## config.mk

```make
export PLATFORM = sky130hd
export DESIGN_NAME = video_timing_gen
export DESIGN_NICKNAME = d
export VERILOG_FILES = /design/src/rtl/video_timing_gen.sv
export SDC_FILE = /design/constraint.sdc
export NUM_CORES = 1
export LEC_CHECK = 0
export ABC_AREA = 1
export BUFFER_PORTS_ARGS = -buffer_cell sky130_fd_sc_hd__buf_4
export CAP_MARGIN = 10
export CORE_MARGIN = 10
export CORE_UTILIZATION = 54
export CTS_CLUSTER_DIAMETER = 120
export DETAILED_ROUTE_END_ITERATION = 7
export GPL_TIMING_DRIVEN = 0
export HOLD_SLACK_MARGIN = 0.1
export PLACE_DENSITY = 0.78
export SYNTH_ARGS = -nofsm -noshare
export SYNTH_HDL_FRONTEND = slang
export SYNTH_SLANG_ARGS = --single-unit
```

## constraint.sdc

```tcl
create_clock -name MCLK -period 2.7 [get_ports MCLK]
set_clock_uncertainty 0.15 [all_clocks]
set_input_delay 0.405 -clock MCLK [delete_from_list [all_inputs] [get_ports MCLK]]
set_output_delay 0.405 -clock MCLK [all_outputs]
set_load 0.01 [all_outputs]
```

## src/rtl/video_timing_gen.sv

```systemverilog
// Raster timing generator: HPOS/VPOS counters, pipelined blank/sync/DE decode,
// blanked RGB, run-time sync centring and line/frame strobes on a pixel enable.
module video_timing_gen #(
    parameter int RGB_W    = 12,
    parameter int CNT_W    = 9,
    parameter int H_ACTIVE = 288,
    parameter int H_FP     = 20,
    parameter int H_SYNC   = 32,
    parameter int H_BP     = 44,
    parameter int V_ACTIVE = 224,
    parameter int V_FP     = 11,
    parameter int V_SYNC   = 7,
    parameter int V_BP     = 21,
    parameter int SYNC_POL = 0
) (
    input  logic             MCLK,
    input  logic             RESET_N,
    input  logic             PCE,
    input  logic [3:0]       H_ADJ,
    input  logic [2:0]       V_ADJ,
    input  logic [RGB_W-1:0] iRGB,
    output logic [CNT_W-1:0] HPOS,
    output logic [CNT_W-1:0] VPOS,
    output logic [RGB_W-1:0] oRGB,
    output logic             HBLK,
    output logic             VBLK,
    output logic             HSYN,
    output logic             VSYN,
    output logic             DE,
    output logic             LINE_ST,
    output logic             FRAME_ST
);

    localparam int H_TOTAL = H_ACTIVE + H_FP + H_SYNC + H_BP;
    localparam int V_TOTAL = V_ACTIVE + V_FP + V_SYNC + V_BP;

    localparam logic [CNT_W-1:0] H_LAST = CNT_W'(H_TOTAL - 1);
    localparam logic [CNT_W-1:0] V_LAST = CNT_W'(V_TOTAL - 1);
    localparam logic [CNT_W-1:0] H_ACT  = CNT_W'(H_ACTIVE);
    localparam logic [CNT_W-1:0] V_ACT  = CNT_W'(V_ACTIVE);
    localparam logic [CNT_W-1:0] ONE    = CNT_W'(1);

    localparam logic signed [CNT_W:0] HS_BASE = (CNT_W+1)'(H_ACTIVE + H_FP);
    localparam logic signed [CNT_W:0] HS_LEN  = (CNT_W+1)'(H_SYNC);
    localparam logic signed [CNT_W:0] VS_BASE = (CNT_W+1)'(V_ACTIVE + V_FP);
    localparam logic signed [CNT_W:0] VS_LEN  = (CNT_W+1)'(V_SYNC);

    // Sync level while the pulse is asserted
    localparam logic S_ON = (SYNC_POL != 0);

    logic [CNT_W-1:0]        hcnt;
    logic [CNT_W-1:0]        vcnt;
    logic [3:0]              ha;
    logic [2:0]              va;
    logic                    h_wrap;
    logic                    v_wrap;
    logic signed [CNT_W:0]   h_pos;
    logic signed [CNT_W:0]   v_pos;
    logic signed [CNT_W:0]   hs_beg;
    logic signed [CNT_W:0]   hs_end;
    logic signed [CNT_W:0]   vs_beg;
    logic signed [CNT_W:0]   vs_end;
    logic                    hs_on;
    logic                    vs_on;
    logic                    hblk_n;
    logic                    vblk_n;
    logic                    de_n;

    assign h_wrap = (hcnt == H_LAST);
    assign v_wrap = (vcnt == V_LAST);

    // Sync windows from the frame-latched adjusts, sign-extended
    assign h_pos  = $signed({1'b0, hcnt});
    assign v_pos  = $signed({1'b0, vcnt});
    assign hs_beg = HS_BASE + $signed({{(CNT_W-3){ha[3]}}, ha});
    assign hs_end = hs_beg + HS_LEN;
    assign vs_beg = VS_BASE + $signed({{(CNT_W-2){va[2]}}, va});
    assign vs_end = vs_beg + VS_LEN;
    assign hs_on  = (h_pos >= hs_beg) && (h_pos < hs_end);
    assign vs_on  = (v_pos >= vs_beg) && (v_pos < vs_end);

    assign hblk_n = (hcnt >= H_ACT);
    assign vblk_n = (vcnt >= V_ACT);
    assign de_n   = ~(hblk_n | vblk_n);

    assign HPOS = hcnt;
    assign VPOS = vcnt;

    // Raster counters, advancing once per pixel enable
    always_ff @(posedge MCLK or negedge RESET_N) begin
        if (!RESET_N) begin
            hcnt <= '0;
            vcnt <= '0;
        end else if (PCE) begin
            hcnt <= h_wrap ? '0 : hcnt + ONE;
            if (h_wrap)
                vcnt <= v_wrap ? '0 : vcnt + ONE;
        end
    end

    // Decode of the pre-increment position, one pixel behind HPOS/VPOS
    always_ff @(posedge MCLK or negedge RESET_N) begin
        if (!RESET_N) begin
            HBLK <= 1'b1;
            VBLK <= 1'b1;
            DE   <= 1'b0;
            HSYN <= ~S_ON;
            VSYN <= ~S_ON;
            oRGB <= '0;
        end else if (PCE) begin
            HBLK <= hblk_n;
            VBLK <= vblk_n;
            DE   <= de_n;
            HSYN <= hs_on ? S_ON : ~S_ON;
            VSYN <= vs_on ? S_ON : ~S_ON;
            oRGB <= de_n ? iRGB : '0;
        end
    end

    // Wrap strobes, and adjust capture only at frame boundary
    always_ff @(posedge MCLK or negedge RESET_N) begin
        if (!RESET_N) begin
            LINE_ST  <= 1'b0;
            FRAME_ST <= 1'b0;
            ha       <= '0;
            va       <= '0;
        end else begin
            LINE_ST  <= PCE & h_wrap;
            FRAME_ST <= PCE & h_wrap & v_wrap;
            if (PCE && h_wrap && v_wrap) begin
                ha <= H_ADJ;
                va <= V_ADJ;
            end
        end
    end

endmodule

```

Word level (Yosys, flattened, before mapping) --
Cells that the tools add are included.
Storage, ports and cells: bits in registers 44, output and inout bits 37, word-level logic and storage cells 40
Operators by class: add/sub/neg operators 6, magnitude comparators 6, equal/unequal tests 2, mux-type cells 5, bitwise operators 4, reductions and logical operators 5
Operator list (number):
- greater-or-equal comparator 10 bit | 2
- less-than comparator 10 bit | 2
- adder 9 x 1 -> 9 bit (second input constant) | 2
- == test 9 bit (second input constant) | 2
- 2-to-1 mux 9 bit | 2
- 2-to-1 mux 12 bit | 1
- adder 10 x 4 -> 10 bit (first input constant) | 1
- adder 10 x 4 -> 10 bit (second input constant) | 1
- adder 10 x 7 -> 10 bit (second input constant) | 1
- adder 9 x 3 -> 10 bit (first input constant) | 1
- greater-or-equal comparator 9 x 8 -> 1 bit (second input constant) | 1
- greater-or-equal comparator 9 bit (second input constant) | 1
- logical AND 1 bit | 4
- bitwise AND 1 bit | 2
- 2-to-1 mux 1 bit | 2
- AND reduction 2 bit | 1
- NOT 1 bit | 1
- bitwise OR 1 bit | 1

Logic depth before layout (Yosys ltp) --
Gate-level depths: netlist of run 1.
depth in word-level cells 5, mapped depth 12

Least setup slack after synthesis of run 1 --
OpenSTA, ideal clock, no wires.
path type register to register, start point register va[0], end point register VSYN, library setup time 0.076 ns, data arrival time 1.628 ns, required time 2.474 ns, slack 0.846 ns, cell stages (with the launch flop) 13, path buffers 0, cells stage by stage dfrtp_1 -> inv_1 -> ha_1 -> xor2_1 -> ha_1 -> inv_1 -> nor2_1 -> o21ai_0 -> nand2_1 -> nor2_1 -> nand2_1 -> nand2_1 -> nand2_1
On the way: longest elaborated chain between the ends 5, elaborated cells between the ends (all ways) 6
RTL lines:
- from (decl) | line 54 | logic [2:0] va;
- from (signal assigned) | line 126 | va <= '0;
- from (signal assigned) | line 132 | va <= V_ADJ;
- adder 9 x 3 -> 10 bit (*) | line 77 | assign vs_beg = VS_BASE + $signed({{(CNT_W-2){va[2]}}, va});
- adder 10 x 4 -> 10 bit | line 78 | assign vs_end = vs_beg + VS_LEN;
- less-than comparator 10 bit | line 80 | assign vs_on = (v_pos >= vs_beg) && (v_pos < vs_end);
- logical AND 1 bit (*) | line 80
- 2-to-1 mux 1 bit (*) | line 115 | VSYN <= vs_on ? S_ON : ~S_ON;
- to (signal assigned) | line 108 | VSYN <= ~S_ON;
- to (signal assigned) | line 115
- to (decl) | line 28 | output logic VSYN,
Every way passes the cells marked *; elsewhere a longest branch is shown, timed or not. A chain may end at the register's enable or synchronous reset.

Final worst setup path of run 1 --
Same ends and word-level chain as after synthesis.

==> results.md, run 1 <==
- Outcome: completed
- Final Instance Area: approximately 0.0031 mm2
- DIE HEIGHT: about 89 um
- Post-synthesis compound-gate area fraction: 6.04%
- Vias/cell: 5.00
- Met2 usage: about a quarter
- Initial core utilization: between 50 and 60%
- GR Layer Usage met1: 17.2%
- Worst skew pair latency: approximately 0.3 ns
- Total power: roughly 1.7 mW
- Int Pwr: 1.13 mW
- Hold WS: between 0.15 and 0.2 ns
- Number of diodes: 0
- Clock root buffer: clkbuf_8
- Least-Margin Pin Slew: 0.559 ns
- GR Util All Layers: between 10% and 20%
- Rows: 24
- Post-CTS Setup Bufs: 0
- Crit path time final: 2.05 ns
- Slew HR: 62.8%
- Layout cells sized above 1: between 20% and 30%
- Largest family of logic cells by synthesized area: simple AND/OR/NAND/NOR gates
- Num CTS Buffers: 5
- Reg clk slew, reported paths: roughly 0.080 ns
- 1st-pass router iterations: 4
- Avg Inst Size Synth: 8.25 um2
- CTS resizes: 0
- Max-slew violations: 0
- Core Area: 0.00447 mm2
- Crit Path Category: flop to flop
- H-Tree Depth: 2
- Synth Warn #: 0
- GPL Wtd Cong: a little over 0.8
- Crit path launch type: flop
- Reg power frac: between 40 and 50%
- Area share of fa/ha/maj cells after synthesis: roughly an eighth
- Simple-gate share of the synthesized area: approximately 27%
- Area delta synth->final: 23.4%
- Worst path slowest cell: dfrtp_1
- Async SR Flop Fraction: 100%
- Sw frac: about a third
- Worst min-delay path class: input port to flop
- Initial antenna violation count: 0
- Ys flop type: dfrtp_1
- Power density over the cells: ~550 mW/mm2
- Fin. Hold Viols: 0
- LEAKAGE: 1.78 nW
- Grt ovf: 0
- Crit-path most repeated cell: nand2_1
- CP max FO: 4
- Max_cap viols: 0
- Placed cell area: 0.00305 mm2
- GR peak layer: met2
- Final routed DRC violation total: 0
- # fillers: 390
- Die X: roughly 90 um
- Max VDD drop: just over 0.4 mV
- Finished Core Util: a little over two thirds
- Port bufs: 58
- Die area: around 0.0079 mm2
- WL per Instance: 12.9 um
- Final setup viols: 0
- Initial DRC Count: approximately 120
- Cell Area, Synth: roughly 0.0025 mm2
- Worst Path Arrival: 2.13 ns
- Met3 Usage GRT: 4.78%
- CP required: ~2.8 ns
- Global-route wire length before repair: between 9000 and 10,000 um
- Gate Count Post-Synth: between 300 and 400
- Largest net degree at the start of global routing: 45
- RSZ-0062 raised after global routing: false
- Drt total wl: between 5000 and 6000 um
- Post-DRT Antenna Nets: 0
- XOR/XNOR share of the synthesized area: approximately 3%
- Number of I/O pins: 59
- Sequential fraction of the synthesis area: between 40% and 50%
- Combinational share of power: roughly 29%
- Number of synthesized register bits: 44
- Crit end category: flop
- Net switching power: 614 uW
- Proportion of synthesized area in mux cells: 0%
- Final setup TNS: 0 ns
- TritonCTS clock tree: done
- Tcrit/Tclk final: 76.0%
- Largest stage delay, worst path: just over 0.4 ns
- CTS max path bufs: 2
- Number of synthesized flops with an enable pin: 0
- Critical-path cell list: inv_1 > ha_1 > xor2_1 > ha_1 > inv_1 > nor2_1 > o21ai_0 > nand2_1 > nor2_1 > nand2_1 > nand2_1 > nand2_1
- DR vias: 2,141
- Clock Sinks: 44
- Vias in the first global route: ~2,200
- Clock share of power: 23.4%
- Synthesized Nets: roughly 360
- Post-DP HPWL: roughly 4300 um
- Fmax: between 0.4 and 0.5 GHz
- Net count, final: ~420
- Yosys cell types: 30
## registers in the layout (all words and copies together) (netlist names)
name and flops:
VPOS 9, FRAME_ST 1, ha 4, oRGB 12
VBLK 1, VSYN 1, va 3, LINE_ST 1
HSYN 1, HPOS 9, DE 1, HBLK 1
## cell usage after synthesis (2+ instances only)
| cell | count | area [um2] |
|---|---|---|
| nand2_1 | 84 | 315 |
| dfrtp_1 | 40 | 1000 |
| inv_1 | 39 | 146 |
| nand3_1 | 29 | 145 |
| ha_1 | 24 | 300 |
| nor2_1 | 23 | 86.3 |
| o21ai_0 | 16 | 80.1 |
| a21oi_1 | 7 | 35.0 |
| nand2_2 | 7 | 43.8 |
| xor2_1 | 7 | 61.3 |
| dfstp_2 | 4 | 105 |
| nand4_1 | 3 | 18.8 |
| nor3_1 | 3 | 15.0 |
| buf_2 | 2 | 10.0 |
| buf_4 | 2 | 15.0 |
| inv_4 | 2 | 12.5 |
| nor2_4 | 2 | 22.5 |
| o21ai_2 | 2 | 17.5 |
| xnor2_1 | 2 | 17.5 |
## per-stage QoR
step	worst slack, ns	cells
global route	0.482	428
finish	0.649	428
CTS	0.633	428
floorplan	0.846	309
detailed placement	0.648	419
global placement	0.701	419
## timing repair
action | in CTS | in global routing
endpoints found under the setup margin | 0 | 0
hold buffers | 1 | 0
endpoints found under the hold margin | 40 | 0
## layer usage
layer | vias to the layer above | routed length (um)
met1 | 969 | 2440
met2 | 56 | 2630
met3 | 6 | 385
li1 | 1110 | -
met4 | 0 | 83
met5 | - | 0
## layout make-up
class                      instances  area (um2)  share of cell area, %
buffer                             6        48.8                   1.55
clock buffer                       6        72.6                   2.31
clock inverter                     2        12.5                  0.398
inverter                          42         168                   5.33
multi-input combinational        217        1230                   39.0
sequential                        44        1110                   35.2
tap                               52        65.1                   2.07
timing repair buffer              59         445                   14.2
## layout by cell type (no fill, tap or decap), types with 3 or more instances in the layout
cell type,synthesis,layout
nand2_1,84,84
buf_4,2,60
dfrtp_1,40,40
inv_1,39,39
nand3_1,29,29
ha_1,24,24
nor2_1,23,23
o21ai_0,16,16
a21oi_1,7,7
xor2_1,7,7
nand2_2,7,7
clkbuf_8,0,5
dfstp_2,4,4
nand4_1,3,3
nor3_1,3,3
## logic make-up (layout without fill, tap and decap cells)
group                      count (synthesis)  in the layout
and+or+nand+nor                          156            156
adders and majority gates                 24             24
xor gates and xnor gates                   9              9
DFF                                       44             44
buffers and inverters                     48            115
AOI/OAI and AO/OA                         28             28
## power by group through the flow
| stage | registers [mW] | clock network, mW | logic [mW] |
|---|---|---|---|
| 6_report | 0.831 | 0.407 | 0.504 |
| 5_1_grt | 0.844 | 0.442 | 0.574 |
| 3_3_place_gp | 0.840 | 0 | 0.501 |
| 2_1_floorplan | 0.856 | 0 | 0.273 |
| 3_5_place_dp | 0.842 | 0 | 0.510 |
| 4_1_cts | 0.831 | 0.418 | 0.513 |
## worst paths after layout
kind / to / start / cells after the start / slack, ns
worst max-delay path: VSYN / va[0] / 12 / 0.65
worst min-delay path: va[2] / V_ADJ[2] / 3 / 0.16
worst max register to register: VSYN / va[0] / 12 / 0.65
worst min register to register: oRGB[6] / oRGB[6] / 2 / 0.33
max in group asynchronous: VSYN / RESET_N / 2 / 1.53
min in group asynchronous: HPOS[2] / RESET_N / 2 / 0.48
## critical path: cells and delay by family (launching register included)
family | cells | cell delay, ns
adder cells (fa/ha/maj) | 2 | 0.61
buffers and inverters | 2 | 0.15
AND/OR/NAND/NOR | 6 | 0.34
XOR/XNOR | 1 | 0.16
AO/OA/AOI/OAI | 1 | 0.18
flip-flops | 1 | 0.41
(Power assumes the default switching activity.)
==> run 2: changes to the inputs <==
==> constraint.sdc (replaced) <==
create_clock -name MCLK -period 2 [get_ports MCLK]
set_clock_uncertainty 0.15 [all_clocks]
set_input_delay 0.3 -clock MCLK [delete_from_list [all_inputs] [get_ports MCLK]]
set_output_delay 0.3 -clock MCLK [all_outputs]
set_load 0.01 [all_outputs]
==> results.md, run 2 (synthesis results as in run 1) <==
- Outcome: completed (unchanged)
- Core Area: 0.00447 mm2 (unchanged)
- GR Util All Layers: 16.0% (was 14.7%)
- Hold path depth: 4 (was 3)
- Vias/cell: 4.98 (was 5.00)
- CP max FO: 4 (unchanged)
- Die X: 88.7 um (unchanged)
- Buf/Inv on CP: 2 (unchanged)
- TritonCTS clock tree: done (unchanged)
- Area delta synth->final: 33.4% (was 23.4%)
- DIE HEIGHT: 88.7 um (unchanged)
- Final setup TNS: 0 ns (unchanged)
- Slew HR: 62.0% (was 62.8%)
- 1st-pass router iterations: 6 (was 4)
- Max VDD drop: 0.547 mV (was 0.405 mV)
- Max_cap viols: 0 (unchanged)
- Fin. Hold Viols: 0 (unchanged)
- Initial core utilization: 57.0% (unchanged)
- Vias in the first global route: 2,318 (was 2,214)
- Placed cell area: 0.00305 mm2 (unchanged)
- Crit path launch type: flop (unchanged)
- Initial DRC Count: 142 (was 115)
- Worst hold endpoint: HPOS[2] (was va[2])
- Internal reg-to-reg setup slack: 0.08 ns (was 0.65 ns)
- Worst r2r dst: VSYN (unchanged)
- RSZ-0062 raised after global routing: true (was false)
- Clock root buffer: clkbuf_8 (unchanged)
- Drt total wl: 6070 um (was 5540 um)
- Final Instance Area: 0.00340 mm2 (was 0.00315 mm2)
- Grt ovf: 0 (unchanged)
- Tcrit/Tclk final: 96.0% (was 76.0%)
- Crit path time final: 1.92 ns (was 2.05 ns)
- Power density over the cells: 703 mW/mm2 (was 554 mW/mm2)
- DR vias: 2,235 (was 2,141)
- Max reg flops: 12 (unchanged)
- Kind of cell adding the most delay to the critical path: adder cells (unchanged)
- Initial antenna violation count: 0 (unchanged)
- Final setup viols: 0 (unchanged)
- Hold wc startpoint: PCE (was V_ADJ[2])
- Biggest register: oRGB (unchanged)
- Net count, final: 441 (was 421)
- Post-DRT Antenna Nets: 0 (unchanged)
- Rows: 24 (unchanged)
- H-Tree Depth: 2 (unchanged)
- Num CTS Buffers: 5 (unchanged)
- Crit Path Category: flop to flop (unchanged)
- Global-route wire length before repair: 10,200 um (was 9450 um)
- Largest net degree at the start of global routing: 45 (unchanged)
- Final WS setup: 0.0809 ns (was 0.649 ns)
- WL per Instance: 13.5 um (was 12.9 um)
- Crit-path most repeated cell: nand2_1 (unchanged)
- LEAKAGE: 1.86 nW (was 1.78 nW)
- Number of I/O pins: 59 (unchanged)
- Largest stage delay, worst path: 0.40 ns (was 0.41 ns)
- Final routed DRC violation total: 0 (unchanged)
- Commonest cells after routing, fill and taps aside: 84 x nand2_1, 61 x buf_4, 39 x dfrtp_1 (was 84 x nand2_1, 60 x buf_4, 40 x dfrtp_1)
- Critical-path cell list: inv_2 > ha_4 > xor2_2 > ha_1 > inv_1 > nor2_1 > o21ai_1 > nand2_1 > nor2_1 > nand2_1 > nand2_1 > nand2_1 (was inv_1 > ha_1 > xor2_1 > ha_1 > inv_1 > nor2_1 > o21ai_0 > nand2_1 > nor2_1 > nand2_1 > nand2_1 > nand2_1)
- Post-DP HPWL: 4320 um (unchanged)
- Most common cell after layout, fill and taps aside: nand2_1 (unchanged)
- Hold WS: 0.234 ns (was 0.155 ns)
- CP required: 2.08 ns (was 2.78 ns)
- Reg2Reg Depth: 12 (unchanged)
- Clock Sinks: 44 (unchanged)
- Worst skew pair latency: 0.30 ns (about the same)
- Layout cells sized above 1: 25.8% (was 24.5%)
- Die area: 0.00787 mm2 (unchanged)
- GPL Wtd Cong: 0.807 (unchanged)
- Max-slew violations: 0 (unchanged)
- R2R Path Start: va[1] (was va[0])
- Worst Path Arrival: 2.00 ns (was 2.13 ns)
- Total power: 2.39 mW (was 1.74 mW)
- Crit end category: flop (unchanged)
- Worst min-delay path class: input port to flop (unchanged)
- Fmax: 0.521 GHz (was 0.488 GHz)
- Reg clk slew, reported paths: 0.09 ns (was 0.08 ns)
- CTS max path bufs: 2 (unchanged)
- Least-Margin Pin Slew: 0.570 ns (was 0.559 ns)
- Worst path slowest cell: dfrtp_1 (unchanged)
- Pre-CTS WS: -0.0525 ns (was 0.648 ns)
- Port bufs: 58 (unchanged)
run 2: cell types whose count changed in the layout (fill, tap and decap cells not counted), moves of 2 or more:
cell and change:
inv_2 +2, inv_1 -2, ha_1 -3, ha_4 +2, dlygate4sd3_1 +19
run 2: how the worst max path moves through the flow:
stage,start,endpoint,depth (start not counted)
detailed placement,va[0],VSYN,12
finish,va[1],VSYN,12
global route,va[1],VSYN,12
global placement,va[0],VSYN,12
floorplan,va[0],VSYN,12
CTS,va[1],VSYN,12
run 2: per-stage QoR:
step,cells,util (%)
6_report,449,76.0
4_1_cts,448,74.7
3_3_place_gp,419,68.2
3_5_place_dp,419,68.2
2_1_floorplan,309,-
5_1_grt,448,76.0
run 2: what timing repair did:
action	in CTS	in global routing
buffers inserted	1	0
pin swaps	0	2
endpoints found under the hold margin	59	0
resized for setup	1	11
hold buffers	20	0
endpoints found under the setup margin	1	1
run 2: area by class of cell:
| cell class | instances | area [um2] |
|---|---|---|
| diodes | 1 | 2.50 |
| plain buffers | 6 | 48.8 |
| clock buffers | 6 | 72.6 |
| clock inverters | 2 | 12.5 |
| fillers | 345 | 1070 |
| inverters | 42 | 168 |
| multi-input cells | 217 | 1280 |
| flip-flops and latches | 44 | 1110 |
| well taps | 52 | 65.1 |
| repair buffers | 79 | 643 |
run 2: metal layers:
layer,up-vias,wire length (um),global-route usage [%]
li1,1145,-,-
met5,-,0,0
met3,9,442,5.24
met4,0,121,6.31
met2,54,2900,26.2
met1,1027,2600,18.9
run 2: where the power goes:
part | switching (mW) | internal [mW]
Combinational | 0.404 | 0.312
Clock | 0.308 | 0.244
Sequential | 0.132 | 0.991
run 2: worst register-to-register path: stages (launching register included):
cell	delay, ns
dfrtp_1	0.40
inv_2	0.13
ha_4	0.23
xor2_2	0.18
ha_1	0.27
inv_1	0.05
nor2_1	0.03
o21ai_1	0.13
nand2_1	0.07
nor2_1	0.09
nand2_1	0.06
nand2_1	0.05
nand2_1	0.04
==> run 3: changes to the inputs <==
--- a/config.mk
+++ b/config.mk
@@ -9,12 +9,12 @@
 export BUFFER_PORTS_ARGS = -buffer_cell sky130_fd_sc_hd__buf_4
 export CAP_MARGIN = 10
 export CORE_MARGIN = 10
-export CORE_UTILIZATION = 54
+export CORE_UTILIZATION = 50
 export CTS_CLUSTER_DIAMETER = 120
 export DETAILED_ROUTE_END_ITERATION = 7
 export GPL_TIMING_DRIVEN = 0
 export HOLD_SLACK_MARGIN = 0.1
-export PLACE_DENSITY = 0.78
+export PLACE_DENSITY = 0.73
 export SYNTH_ARGS = -nofsm -noshare
 export SYNTH_HDL_FRONTEND = slang
 export SYNTH_SLANG_ARGS = --single-unit
==> results.md, run 3 (synthesis results as in run 1) <==
- Outcome: completed (unchanged)
- Num CTS Buffers: 5 (unchanged)
- RSZ-0062 raised after global routing: true (unchanged)
- Multi-input logic area: 0.00124 mm2 (was 0.00128 mm2)
- Placed cell count: 434 (was 419)
- Wl on met1: 2720 um (was 2600 um)
- Int Pwr: 1.71 mW (was 1.55 mW)
- GR Util All Layers: 15.0% (was 16.0%)
- Fin. Hold Viols: 0 (unchanged)
- Number of I/O pins: 59 (unchanged)
- Drt total wl: 6280 um (was 6070 um)
- LEAKAGE: 1.87 nW (was 1.86 nW)
- Net switching power: 859 uW (was 844 uW)
- CP max FO: 4 (unchanged)
- TritonCTS clock tree: done (unchanged)
- Final routed DRC violation total: 0 (unchanged)
- GPL Wtd Cong: 0.800 (was 0.807)
- Finished Core Util: 70.9% (was 76.0%)
- Number of diodes: 0 (was 1)
- Worst min-delay path class: input port to flop (unchanged)
- Final Instance Area: 0.00341 mm2 (was 0.00340 mm2)
- Final setup viols: 0 (unchanged)
- Clock share of power: 28.3% (was 23.1%)
- Slew HR: 63.2% (was 62.0%)
- Vias/cell: 4.85 (was 4.98)
- Crit path launch type: flop (unchanged)
- Vias in the first global route: 2,303 (was 2,318)
- H-Tree Depth: 2 (unchanged)
- Max-slew violations: 0 (unchanged)
- Placed cell area: 0.00307 mm2 (was 0.00305 mm2)
- Most common cell after layout, fill and taps aside: nand2_1 (unchanged)
- Sw frac: 33.4% (was 35.3%)
- Grt ovf: 0 (unchanged)
- Clock Sinks: 44 (unchanged)
- DR vias: 2,244 (was 2,235)
- Post-DP HPWL: 4570 um (was 4320 um)
- Max_cap viols: 0 (unchanged)
- Largest net degree at the start of global routing: 45 (unchanged)
- Met2 wire len: 3230 um (was 2900 um)
- Die area: 0.00836 mm2 (was 0.00787 mm2)
- Total power: 2.57 mW (was 2.39 mW)
- Rows: 25 (was 24)
- Die X: 91.4 um (was 88.7 um)
- Global-route wire length before repair: 10,500 um (was 10,200 um)
- Crit path time final: 1.95 ns (was 1.92 ns)
- Met3 wire length: 231 um (was 442 um)
- Fmax: 0.512 GHz (was 0.521 GHz)
- Core Area: 0.00482 mm2 (was 0.00447 mm2)
- Crit end category: flop (unchanged)
- WL per Instance: 13.6 um (was 13.5 um)
- Worst skew pair latency: 0.30 ns (about the same)
- Uppermost layer routed: met4 (unchanged)
- Max VDD drop: 0.495 mV (was 0.547 mV)
- 1st-pass router iterations: 4 (was 6)
- Tcrit/Tclk final: 97.6% (was 96.0%)
- CP required: 2.09 ns (was 2.08 ns)
- Commonest cells after routing, fill and taps aside: 84 x nand2_1, 62 x buf_4, 38 x dfrtp_1 (was 84 x nand2_1, 61 x buf_4, 39 x dfrtp_1)
- Register area: 0.00111 mm2 (about the same)
- DIE HEIGHT: 91.4 um (was 88.7 um)
- Crit Path Category: flop to flop (unchanged)
- Area delta synth->final: 33.9% (was 33.4%)
- Internal reg-to-reg setup slack: 0.05 ns (was 0.08 ns)
- Initial DRC Count: 58 (was 142)
- Biggest register: oRGB (unchanged)
- Clock root buffer: clkbuf_8 (unchanged)
- Post-DRT Antenna Nets: 0 (unchanged)
- Power density over the cells: 753 mW/mm2 (was 703 mW/mm2)
- Combinational share of power: 28.0% (was 29.9%)
- CTS max path bufs: 2 (unchanged)
- Max reg flops: 12 (unchanged)
- Reg clk slew, reported paths: 0.09 ns (about the same)
- Layout cells sized above 1: 25.5% (was 25.8%)
- Least-Margin Pin Slew: 0.552 ns (was 0.570 ns)
- Net count, final: 441 (unchanged)
- Initial antenna violation count: 0 (unchanged)
- Port bufs: 58 (unchanged)
- Initial core utilization: 52.9% (was 57.0%)
- Reg power frac: 43.7% (was 46.9%)
- # fillers: 414 (was 345)
- Fin cells: 463 (was 449)
- Worst Path Arrival: 2.04 ns (was 2.00 ns)
run 3: metrics by stage:
step                TNS, ns  hold WS [ns]  setup WS [ns]
floorplan                 0        -0.146          0.146
detailed placement  -0.0770         0.186        -0.0770
global route        -0.0866         0.109        -0.0866
finish                    0         0.115         0.0484
global placement          0         0.184        0.00607
CTS                       0         0.106         0.0272
run 3: path summary, 6_finish.rpt:
kind,startpoint,to,depth (start not counted)
worst min register to register,VSYN,VSYN,2
worst max register to register,va[1],VSYN,12
min in group asynchronous,RESET_N,VPOS[2],2
worst max-delay path,va[1],VSYN,12
max in group asynchronous,RESET_N,HPOS[1],2
worst min-delay path,iRGB[1],oRGB[1],3
run 3: timing repair:
| item | in CTS | in global routing |
|---|---|---|
| pin swaps | 0 | 1 |
| cloned | 0 | 0 |
| setup buffers | 1 | 1 |
| endpoints found under the hold margin | 58 | 0 |
| hold buffers | 19 | 0 |
| setup endpoints to repair | 1 | 2 |
| gates resized for setup | 2 | 5 |
run 3: cell type report:
type / instances / area share (%)
multi-input combinational: 217 / 36.4
sequential: 44 / 32.5
timing repair buffer: 79 / 18.8
inverter: 42 / 4.91
tap: 67 / 2.46
clock buffer: 6 / 2.42
buffer: 6 / 1.43
clock inverter: 2 / 1.14
run 3: power groups by stage:
stage	Sequential, mW	Combinational [mW]	Clock, mW
finish	1.12	0.721	0.727
global route	1.15	0.815	0.787
floorplan	1.16	0.369	0
global placement	1.14	0.681	0
detailed placement	1.14	0.696	0
CTS	1.12	0.734	0.740
run 3: layer usage:
layer / vias up / GRT usage (%)
met3: 8 / 4.28
li1: 1149 / -
met5: - / 0
met2: 43 / 26.4
met4: 0 / 4.83
met1: 1044 / 17.0
run 3: worst max-delay path: stages (launching register included):
cell and delay [ns]:
dfrtp_1 0.37, inv_2 0.07, ha_4 0.28, xor2_1 0.18, ha_1 0.26, inv_1 0.06
nor2_1 0.04, o21ai_1 0.16, nand2_1 0.07, nor2_1 0.09, nand2_1 0.06, nand2_1 0.05
nand2_1 0.05
